`config.mk`:
```
export PLATFORM = sky130hd
export DESIGN_NAME = controle_mult_div
export DESIGN_NICKNAME = d
export VERILOG_FILES = /design/src/rtl/controle_mult_div.sv
export SDC_FILE = /design/constraint.sdc
export NUM_CORES = 1
export LEC_CHECK = 0
export BUFFER_PORTS_ARGS = -buffer_cell sky130_fd_sc_hd__buf_4
export CAP_MARGIN = 10
export CORE_AREA = 5 5 176 178
export DETAILED_ROUTE_END_ITERATION = 7
export DIE_AREA = 0 0 181 183
export HOLD_SLACK_MARGIN = 0.03
export PLACE_DENSITY = 0.6
export REMOVE_ABC_BUFFERS = 1
export SLEW_MARGIN = 20
export SYNTH_ARGS = -nofsm -noshare
export SYNTH_HDL_FRONTEND = slang
export SYNTH_SLANG_ARGS = --single-unit
```
`constraint.sdc`:
```
create_clock -name clk -period 7.03 [get_ports clk]
set_input_delay 0 -clock clk [delete_from_list [all_inputs] [get_ports clk]]
set_output_delay 0 -clock clk [all_outputs]
set_load 0.02 [all_outputs]
```
`src/rtl/controle_mult_div.sv`:
```
// Iterative 32x32 unsigned multiply / divide controller.
// mult: shift-add, one multiplier bit per clock; div: restoring shift-subtract,
// one quotient bit per clock. Results land on hi/lo when the 32nd iteration ends.
module controle_mult_div (
    input  logic        clk,
    input  logic        rst_n,
    input  logic        start,
    input  logic [2:0]  alu_con,
    input  logic [31:0] op_a,
    input  logic [31:0] op_b,
    output logic        busy,
    output logic        done,
    output logic [31:0] hi,
    output logic [31:0] lo,
    output logic        div_zero
);

    localparam int unsigned DATA_W = 32;
    localparam int unsigned ACC_W  = 2 * DATA_W;
    localparam int unsigned CNT_W  = 5;

    localparam logic [2:0]       OP_MULT  = 3'b010;
    localparam logic [2:0]       OP_DIV   = 3'b011;
    localparam logic [CNT_W-1:0] CNT_LAST = CNT_W'(DATA_W - 1);

    typedef enum logic [1:0] {
        IDLE = 2'd0,
        CALC = 2'd1,
        DONE = 2'd2
    } state_e;

    state_e              state_q, state_d;
    logic [CNT_W-1:0]    cnt_q, cnt_d;
    logic                is_div_q, is_div_d;
    logic [DATA_W-1:0]   operand_q, operand_d;
    logic [ACC_W-1:0]    acc_q, acc_d;
    logic [DATA_W-1:0]   hi_q, hi_d;
    logic [DATA_W-1:0]   lo_q, lo_d;
    logic                busy_q, busy_d;
    logic                done_q, done_d;
    logic                dz_q, dz_d;

    logic [DATA_W:0]     mult_sum;
    logic [DATA_W:0]     div_shift;
    logic [DATA_W:0]     div_diff;
    logic                div_ge;
    logic [ACC_W-1:0]    acc_step;

    // One datapath iteration. The accumulator holds {upper/remainder, lower/quotient}.
    always_comb begin
        mult_sum  = {1'b0, acc_q[ACC_W-1:DATA_W]}
                  + (acc_q[0] ? {1'b0, operand_q} : (DATA_W+1)'(0));
        div_shift = {acc_q[ACC_W-1:DATA_W], acc_q[DATA_W-1]};
        div_diff  = div_shift - {1'b0, operand_q};
        div_ge    = (div_shift >= {1'b0, operand_q});
        if (is_div_q) begin
            acc_step = {(div_ge ? div_diff[DATA_W-1:0] : div_shift[DATA_W-1:0]),
                        acc_q[DATA_W-2:0], div_ge};
        end else begin
            acc_step = {mult_sum, acc_q[DATA_W-1:1]};
        end
    end

    // Next-state, operand latch and result update.
    always_comb begin
        state_d   = state_q;
        cnt_d     = cnt_q;
        is_div_d  = is_div_q;
        operand_d = operand_q;
        acc_d     = acc_q;
        hi_d      = hi_q;
        lo_d      = lo_q;
        dz_d      = dz_q;
        unique case (state_q)
            IDLE: begin
                if (start && (alu_con == OP_MULT || alu_con == OP_DIV)) begin
                    state_d   = CALC;
                    cnt_d     = '0;
                    dz_d      = 1'b0;
                    is_div_d  = (alu_con == OP_DIV);
                    operand_d = (alu_con == OP_DIV) ? op_b : op_a;
                    acc_d     = {DATA_W'(0), ((alu_con == OP_DIV) ? op_a : op_b)};
                end
            end
            CALC: begin
                acc_d = acc_step;
                cnt_d = cnt_q + CNT_W'(1);
                if (cnt_q == CNT_LAST) begin
                    state_d = DONE;
                    hi_d    = acc_step[ACC_W-1:DATA_W];
                    lo_d    = acc_step[DATA_W-1:0];
                    dz_d    = is_div_q && (operand_q == '0);
                end
            end
            DONE: begin
                state_d = IDLE;
            end
            default: begin
                state_d = IDLE;
            end
        endcase
        busy_d = (state_d == CALC);
        done_d = (state_d == DONE);
    end

    // State and datapath registers.
    always_ff @(posedge clk or negedge rst_n) begin
        if (!rst_n) begin
            state_q   <= IDLE;
            cnt_q     <= '0;
            is_div_q  <= 1'b0;
            operand_q <= '0;
            acc_q     <= '0;
            hi_q      <= '0;
            lo_q      <= '0;
            busy_q    <= 1'b0;
            done_q    <= 1'b0;
            dz_q      <= 1'b0;
        end else begin
            state_q   <= state_d;
            cnt_q     <= cnt_d;
            is_div_q  <= is_div_d;
            operand_q <= operand_d;
            acc_q     <= acc_d;
            hi_q      <= hi_d;
            lo_q      <= lo_d;
            busy_q    <= busy_d;
            done_q    <= done_d;
            dz_q      <= dz_d;
        end
    end

    assign busy     = busy_q;
    assign done     = done_q;
    assign hi       = hi_q;
    assign lo       = lo_q;
    assign div_zero = dz_q;

endmodule

```
==> out/metrics.csv, run 1 <==
metric,value,unit
Slew headroom,0.2959,
grt ovf,0,
CTS root buffer,clkbuf_16,
crit-path max cell delay,790,ps
layout filler cell count,2837,
Total Routing Usage GR,0.2177,
Yosys Warn Count,0,
vias in the first global route,10935,
"Hold Vio Cnt, Final",0,
Top Family by Delay on Critical Path,compound AO/OA/AOI/OAI gates,
Setup TNS Final,0,ps
Cell variety after synth,67,
initial antenna violation count,1,
global-route wire length before repair,58850,um
slowest stage cell on the critical path,dfrtp_1,
Worst Tran Pin Value,1056,ps
"Setup Fix Bufs, Post-CTS",0,
Clk pwr share,0.122,
critical path buffer and inverter count,0,
Post-Syn Area,0.01155,sq mm
vias,11043,
most frequent cells after synthesis,"nand2_1, dfrtp_1, o21ai_0",
Synth top area share,0.3706,
R2R cell count,13,
die width,181,um
nets,1731,
"CTS clk-pin slew, worst paths",70,ps
Final setup viols,0,
cell area power density,570.6,mW/mm^2
Setup CP Type,reg2reg,
CTS Buf Count,17,
ANT cells,0,
top post-synthesis cells by area,"dfrtp_1, o21ai_0, ha_1",
# rows,63,
1st-pass router iterations,5,
Cells after Synth,1425,
CTS tree,done,
crit path launch type,register,
Final Instance Area,0.01436,sq mm
post-route ant nets,0,
WP data arrival,4450,ps
Area growth syn-to-layout,24.33,%
IO buf count,136,
"EDFF count, synth",0,
clk buf depth,2,
max-slew violation count,0,
maxcap violations,0,
Final Skew,11.08,ps
total power,8.190,mW
Flop pwr share,0.234,
layout cells sized above 1,0.1209,
P_int,4.109,mW
shortest period the worst path allows,4128,ps
routed length per placed instance,18.25,um
Sw Pwr,4.081,mW
die area,0.03312,sq mm
RePlAce Congestion,0.9255,
aggregate routed wire length,36410,um
status,"complete, no violations",
sequential area share after synthesis,0.3706,
DP HPWL,25450,um
Core Area,0.02924,sq mm
synthesis-stage register bit count,171,
most area-hungry cell type in the Yosys netlist,dfrtp_1,
ys async rst share,1.000,
Initial DRC Count,941,
Net Sw Frac,0.4983,
"Clk Latency, worst-skew pair",440,ps
RR Startpoint,acc_q[0],
H-tree levels,4,
RSZ-0062 raised after global routing,false,
R2R Path End,hi[31],
Initial Util,0.3948,
"count leader, synth",nand2_1,
Max Freq,242.3,MHz
worst min path class,in2async,
worst path required time,7350,ps
"Hold-fix buffers, CTS",98,
crit-path cells,and2_1 > ha_1 > fa_1 > a211o_1 > a21oi_1 > a2bb2oi_1 > o211ai_2 > a21oi_2 > a31oi_1 > nor2b_1 > a2111oi_0 > a311o_1 > mux2_4,
Setup crit end kind,register,
DRC,0,
placed cell areas,0.01276,sq mm
CP Max Fanout,34,
Via-to-Cell Ratio,5.535,
height of the die,183,um
leak pwr,6.632,nW
Sink Count,171,
largest net degree at the start of global routing,118,
syn avg cell area,8.103,sq um
reg-to-reg setup timing slack,2900,ps
"Top FF cell, synth",dfrtp_1,
final worst-path cycle share,0.5872,
IO Pins,137,
post-CTS sizing,0,
Comb power frac,0.644,
Peak VDD IR,275.0,uV
## logic make-up (layout without fill, tap and decap cells)
kind of cell	after synthesis	in the layout	share of synthesized area
fa+ha+maj	68	68	0.07499
flops	171	171	0.3706
compound gates	468	468	0.2409
simple gates	484	484	0.1879
xor+xnor	54	54	0.04096
mux	41	41	0.03630
buf+inv	139	319	0.04833
## worst max-delay path by stage
stage                        start   endpoint  slack [ps]  cells past startpoint
after floorplan           cnt_q[0]     hi[31]        3290                      6
after global placement    acc_q[0]     hi[31]        3040                     13
after detailed placement  acc_q[0]     hi[31]        2940                     13
after CTS                 acc_q[0]     hi[31]        2920                     13
after global routing      acc_q[0]  acc_q[62]        2710                     12
final                     acc_q[0]     hi[31]        2900                     13
## registers in the layout, summed over array words and instances (netlist names)
name / cells
acc_q: 64
busy: 1
cnt_q: 5
div_zero: 1
done: 1
hi: 32
is_div_q: 1
lo: 32
operand_q: 32
state_q: 2
## per-stage QoR
step	hold slack, ps	cells	util	setup WS [ps]
2_1_floorplan	-295.6	1333	-	3295
3_3_place_gp	173.3	1866	0.4364	3042
3_5_place_dp	169.6	1866	0.4364	2939
4_1_cts	268.9	1995	0.4904	2921
5_1_grt	327.8	1995	0.4909	2713
6_report	241.8	1995	0.4909	2902
## routing by layer
| metal | vias to the layer above | part of all wire | track usage |
|---|---|---|---|
| met3 | 35 | 0.058 | 0.03213 |
| met2 | 336 | 0.46 | 0.3506 |
| met5 | - | 0 | 0 |
| met4 | 0 | 0.014 | 0.05044 |
| li1 | 5406 | - | - |
| met1 | 5266 | 0.47 | 0.3128 |
## cell type report
class | count | area (sq um) | share of cell area
Inverter | 47 | 176.4 | 0.01229
Tap cell | 390 | 488.0 | 0.03399
Clock inverter | 12 | 165.2 | 0.01151
Timing Repair Buffer | 241 | 2062 | 0.1436
Sequential cell | 171 | 4283 | 0.2984
Multi-Input combinational cell | 1115 | 6748 | 0.4701
Clock buffer | 19 | 432.9 | 0.03016
## cell usage in the layout (no fill, tap or decap), types with 3 or more instances in the layout
cell type / Yosys / layout
a31oi_1: 39 / 39
and3_1: 10 / 9
inv_1: 46 / 45
a211oi_1: 7 / 7
o21bai_1: 4 / 4
nand2_1: 216 / 214
o21a_1: 7 / 7
a22oi_1: 3 / 3
nor2_1: 112 / 111
o31ai_1: 5 / 5
dlygate4sd3_1: 0 / 98
clkbuf_16: 0 / 17
mux2_2: 3 / 3
and2_1: 34 / 33
nor2b_1: 9 / 9
nand4_1: 16 / 16
nand3_1: 49 / 48
nand2b_1: 7 / 6
nor3_1: 10 / 10
bufinv_16: 0 / 3
o22ai_1: 34 / 34
xnor2_1: 29 / 29
o21ai_0: 168 / 168
o211ai_1: 15 / 15
ha_1: 66 / 66
nor4_1: 10 / 10
xor2_1: 25 / 25
a2111oi_0: 3 / 3
o21ai_1: 13 / 13
a21boi_0: 3 / 3
mux2i_1: 37 / 37
dfrtp_1: 171 / 170
a21o_1: 34 / 34
a21oi_1: 106 / 106
buf_4: 0 / 141
## power groups by stage
stage | clock (mW) | sequential, mW | combinational [mW]
2_1_floorplan | 0 | 1.88 | 3.59
3_3_place_gp | 0 | 1.91 | 5.01
3_5_place_dp | 0 | 1.92 | 5.05
4_1_cts | 1.02 | 1.91 | 5.23
5_1_grt | 1.07 | 1.97 | 5.86
6_report | 0.998 | 1.92 | 5.28
(Power assumes the default switching activity.)
==> run 2: changes to the inputs <==
--- a/config.mk
+++ b/config.mk
@@ -11,7 +11,7 @@
 export DETAILED_ROUTE_END_ITERATION = 7
 export DIE_AREA = 0 0 181 183
 export HOLD_SLACK_MARGIN = 0.03
-export PLACE_DENSITY = 0.6
+export PLACE_DENSITY = 0.62
 export REMOVE_ABC_BUFFERS = 1
 export SLEW_MARGIN = 20
 export SYNTH_ARGS = -nofsm -noshare
==> constraint.sdc (replaced) <==
create_clock -name clk -period 3.5 [get_ports clk]
set_input_delay 0 -clock clk [delete_from_list [all_inputs] [get_ports clk]]
set_output_delay 0 -clock clk [all_outputs]
set_load 0.02 [all_outputs]
==> run 2 against run 1 <==
Critical path depth unchanged. Critical path type unchanged. Via count up 5.0%. Clock power up 90%. Die area unchanged. Fmax up 21%. Non-clock buffer count up 75. Worst hold slack worse by 140 ps.
==> out/metrics.csv, run 2 (synthesis results as in run 1) <==
metric,value,unit
DRC,0,
Setup TNS Final,0,ps
Final Instance Area,0.01496,sq mm
IO Pins,137,
leak pwr,7.001,nW
CTS tree,done,
Comb power frac,0.688,
Setup crit end kind,register,
vias,11600,
Final setup viols,0,
Clk pwr share,0.107,
Worst Tran Pin Value,1076,ps
IO buf count,136,
"Hold Vio Cnt, Final",0,
die width,181,um
layout filler cell count,2784,
wl on met1,17790,um
pre-CTS setup slack,61.75,ps
Non-Filler Instances,2072,
initial antenna violation count,0,
Slew headroom,0.2784,
reg-to-reg setup timing slack,90,ps
"Clk Latency, worst-skew pair",460,ps
CTS Buf Count,17,
shortest period the worst path allows,3413,ps
maxcap violations,0,
# rows,63,
final worst-path cycle share,0.9750,
global-route wire length before repair,62020,um
Final Skew,19.01,ps
Sink Count,171,
Sw Pwr,8.808,mW
Area growth syn-to-layout,29.58,%
met2 routed WL,17620,um
"CTS clk-pin slew, worst paths",80,ps
RePlAce Congestion,0.9630,
Peak VDD IR,417.1,uV
Largest Register,acc_q,
nets,1807,
WP data arrival,3770,ps
max FFs per register,64,
placed cells,1939,
metal3 WL,2673,um
worst path required time,3850,ps
most frequent cells in the layout,"buf_4, nand2_1, dfrtp_1",
worst min path class,in2reg,
status,"complete, no violations",
CP Max Fanout,4,
layout cells sized above 1,0.1671,
placed cell areas,0.01331,sq mm
Flop pwr share,0.205,
cell area power density,1182,mW/mm^2
clk buf depth,2,
Net Sw Frac,0.4982,
CTS root buffer,clkbuf_16,
routed length per placed instance,18.93,um
vias in the first global route,11294,
max-slew violation count,0,
Via-to-Cell Ratio,5.598,
Initial DRC Count,1043,
Initial Util,0.3948,
1st-pass router iterations,8,
Max Freq,293.0,MHz
ANT cells,0,
total power,17.68,mW
P_int,8.871,mW
largest net degree at the start of global routing,82,
crit path launch type,register,
Core Area,0.02924,sq mm
Final WS setup,87.47,ps
aggregate routed wire length,39230,um
Total Routing Usage GR,0.2328,
"most common cell after layout, fill and taps aside",buf_4,
DP HPWL,29190,um
die area,0.03312,sq mm
Setup CP Type,reg2reg,
H-tree levels,4,
grt ovf,0,
post-route ant nets,0,
height of the die,183,um
top routing layer in use,met4,
run 2: worst paths after layout:
| path | from | endpoint | cells past startpoint |
|---|---|---|---|
| max reg2reg | operand_q[0] | hi[31] | 13 |
| min reg2reg | hi[25] | hi[25] | 2 |
| min in group asynchronous | rst_n | done | 2 |
| min | start | acc_q[58] | 5 |
| max | operand_q[0] | hi[31] | 13 |
| max in group asynchronous | rst_n | acc_q[25] | 3 |
run 2: layout make-up:
cell class                 instances  area (sq um)  share of cell area
clock buffer                      17         425.4             0.02843
clock inverter                    15         150.1             0.01004
inverter                          47         176.4             0.01179
multi-input combinational       1116          6805              0.4548
sequential                       171          4283              0.2863
tap                              390         488.0             0.03261
timing repair buffer             316          2634              0.1760
run 2: power groups by stage:
| stage | Sequential, mW | Combinational (mW) | Clock [mW] |
|---|---|---|---|
| 6_report | 3.62 | 12.2 | 1.90 |
| 5_1_grt | 3.72 | 13.4 | 2.03 |
| 4_1_cts | 3.60 | 11.8 | 1.95 |
| 3_5_place_dp | 3.63 | 11.4 | 0 |
| 3_3_place_gp | 3.62 | 11.4 | 0 |
| 2_1_floorplan | 3.78 | 7.22 | 0 |
run 2: critical path: stages, from the launching register on:
cell,delay [ps]
dfrtp_1,410
and2_1,170
ha_1,210
fa_1,440
a211o_1,320
a21oi_2,210
a2bb2oi_2,250
o211ai_2,160
a21oi_2,180
a31oi_1,130
nor2b_1,140
a2111oi_0,70
a311o_1,370
mux2_4,270
run 2: layer usage:
| metal | up-vias | GRT usage |
|---|---|---|
| met4 | 0 | 0.07685 |
| met1 | 5509 | 0.3251 |
| met2 | 452 | 0.3680 |
| li1 | 5568 | - |
| met3 | 71 | 0.04304 |
| met5 | - | 0 |
run 2: metrics by stage:
stage          hold WS (ps)  utilization
4_1_cts               78.57       0.5085
3_3_place_gp          101.4       0.4553
6_report              102.8       0.5116
2_1_floorplan        -295.6            -
3_5_place_dp          100.4       0.4553
5_1_grt               132.0       0.5116
run 2: what timing repair did:
action,CTS,global route
hold endpoints to repair,143,0
gates resized for setup,0,15
hold buffers,98,0
endpoints found under the setup margin,0,27
buffers inserted,0,2
==> run 3: changes to the inputs <==
--- a/config.mk
+++ b/config.mk
@@ -7,11 +7,12 @@
 export LEC_CHECK = 0
 export BUFFER_PORTS_ARGS = -buffer_cell sky130_fd_sc_hd__buf_4
 export CAP_MARGIN = 10
-export CORE_AREA = 5 5 176 178
+export CORE_AREA = 5 5 153 155
+export CTS_CLUSTER_SIZE = 20
 export DETAILED_ROUTE_END_ITERATION = 7
-export DIE_AREA = 0 0 181 183
+export DIE_AREA = 0 0 158 160
 export HOLD_SLACK_MARGIN = 0.03
-export PLACE_DENSITY = 0.62
+export PLACE_DENSITY = 0.76
 export REMOVE_ABC_BUFFERS = 1
 export SLEW_MARGIN = 20
 export SYNTH_ARGS = -nofsm -noshare
==> constraint.sdc (replaced) <==
create_clock -name clk -period 3.31 [get_ports clk]
set_input_delay 0 -clock clk [delete_from_list [all_inputs] [get_ports clk]]
set_output_delay 0 -clock clk [all_outputs]
set_load 0.02 [all_outputs]
==> run 3 against run 2 <==
The flow now finishes with violations (negative setup slack). First-iteration DRC count grew 23%. Core utilization grew 20 points. Worst hold slack better by 97 ps. Critical endpoint unchanged. Largest power group unchanged.
==> out/metrics.csv, run 3 (synthesis results as in run 1) <==
metric,value,unit
worst path required time,3640,ps
Final setup viols,3,
CTS root buffer,clkbuf_16,
H-tree levels,4,
IO Pins,137,
"CTS clk-pin slew, worst paths",80,ps
Via-to-Cell Ratio,6.075,
Initial DRC Count,1280,
total power,19.81,mW
Total Routing Usage GR,0.3078,
Sink Count,171,
Largest Register,acc_q,
post-route ant nets,0,
CP Max Fanout,10,
"Clk Latency, worst-skew pair",450,ps
RSZ-0062 raised after global routing,true,
"Hold Vio Cnt, Final",0,
IO buf count,136,
aggregate routed wire length,39730,um
Area growth syn-to-layout,33.25,%
crit path launch type,register,
Setup TNS Final,-115.7,ps
Setup CP Type,reg2reg,
status,"complete, but fails checks",
height of the die,160,um
Peak VDD IR,500.7,uV
reg-to-reg setup timing slack,-110,ps
maxcap violations,0,
# rows,54,
pre-CTS setup slack,-84.05,ps
CTS Buf Count,17,
failing checks,negative setup slack,
largest net degree at the start of global routing,87,
layout filler cell count,1624,
DRC,0,
die width,158,um
ANT cells,0,
global-route wire length before repair,62560,um
WP data arrival,3740,ps
vias in the first global route,11725,
Worst Tran Pin Value,992.2,ps
initial antenna violation count,0,
RR Startpoint,acc_q[0],
R2R cell count,14,
"most common cell after layout, fill and taps aside",buf_4,
Final Instance Area,0.01538,sq mm
Setup crit end kind,register,
clk buf depth,2,
vias,12180,
Max Freq,292.7,MHz
shortest period the worst path allows,3416,ps
Initial Util,0.5324,
die area,0.02528,sq mm
Final WS setup,-106.2,ps
Core Area,0.02169,sq mm
placed cells,1862,
cell area power density,1287,mW/mm^2
1st-pass router iterations,5,
most frequent cells in the layout,"buf_4, nand2_1, dfrtp_1",
worst min path class,in2async,
final worst-path cycle share,1.032,
Util after Layout,0.7094,
leak pwr,7.265,nW
Final Skew,17.41,ps
CTS tree,done,
nets,1850,
Non-Filler Instances,2005,
routed length per placed instance,19.81,um
max FFs per register,64,
placed cell areas,0.01345,sq mm
Hold WS,199.8,ps
R2R Path End,hi[31],
Slew headroom,0.3386,
max-slew violation count,0,
RePlAce Congestion,0.9721,
grt ovf,0,
DP HPWL,27220,um
layout cells sized above 1,0.2006,
==> run 3: critical path, cell delays in order (launching register included) <==
cell and delay (ps):
dfrtp_2 460, buf_12 140, clkbuf_16 150, and2_1 140, ha_1 360, a21oi_1 220, o21ai_0 150, a22oi_1 340
o211ai_4 130, a21oi_2 220, a31oi_2 140, nor2b_1 170, a2111oi_2 70, a311o_1 350, mux2_4 260
==> run 3: repair_timing <==
item | 4_1_cts | 5_1_grt
hold buffers | 98 | 0
setup buffers | 0 | 12
cloned | 0 | 1
gates resized for setup | 8 | 49
endpoints found under the setup margin | 7 | 64
hold endpoints to repair | 150 | 0
pin swaps | 6 | 28
==> run 3: cell type report <==
type,count,area (sq um),share of cell area
multi-input cells,1115,6927,0.4502
clock buffers,18,429.2,0.02790
clock inverters,14,172.7,0.01122
well taps,280,350.3,0.02277
inverters,47,176.4,0.01147
repair buffers,360,3043,0.1978
flip-flops and latches,171,4287,0.2786
==> run 3: how the worst max path moves through the flow <==
stage	to	start	slack, ps
final	hi[31]	acc_q[0]	-110
after global routing	hi[31]	acc_q[0]	-180
after CTS	hi[31]	acc_q[0]	2
after detailed placement	hi[31]	acc_q[0]	-80
after global placement	hi[31]	acc_q[0]	-60
after floorplan	hi[31]	cnt_q[0]	-430
==> run 3: layer usage <==
layer	routed length, um	track usage
met1	17260	0.4563
met2	18130	0.4661
met3	3358	0.04899
met4	979	0.08996
met5	0	0
==> run 3: report_power, final <==
part / internal (mW) / switching, mW
clock: 1.03 / 1.04
combinational: 6.15 / 7.64
sequential: 2.98 / 0.962
total: 10.2 / 9.65
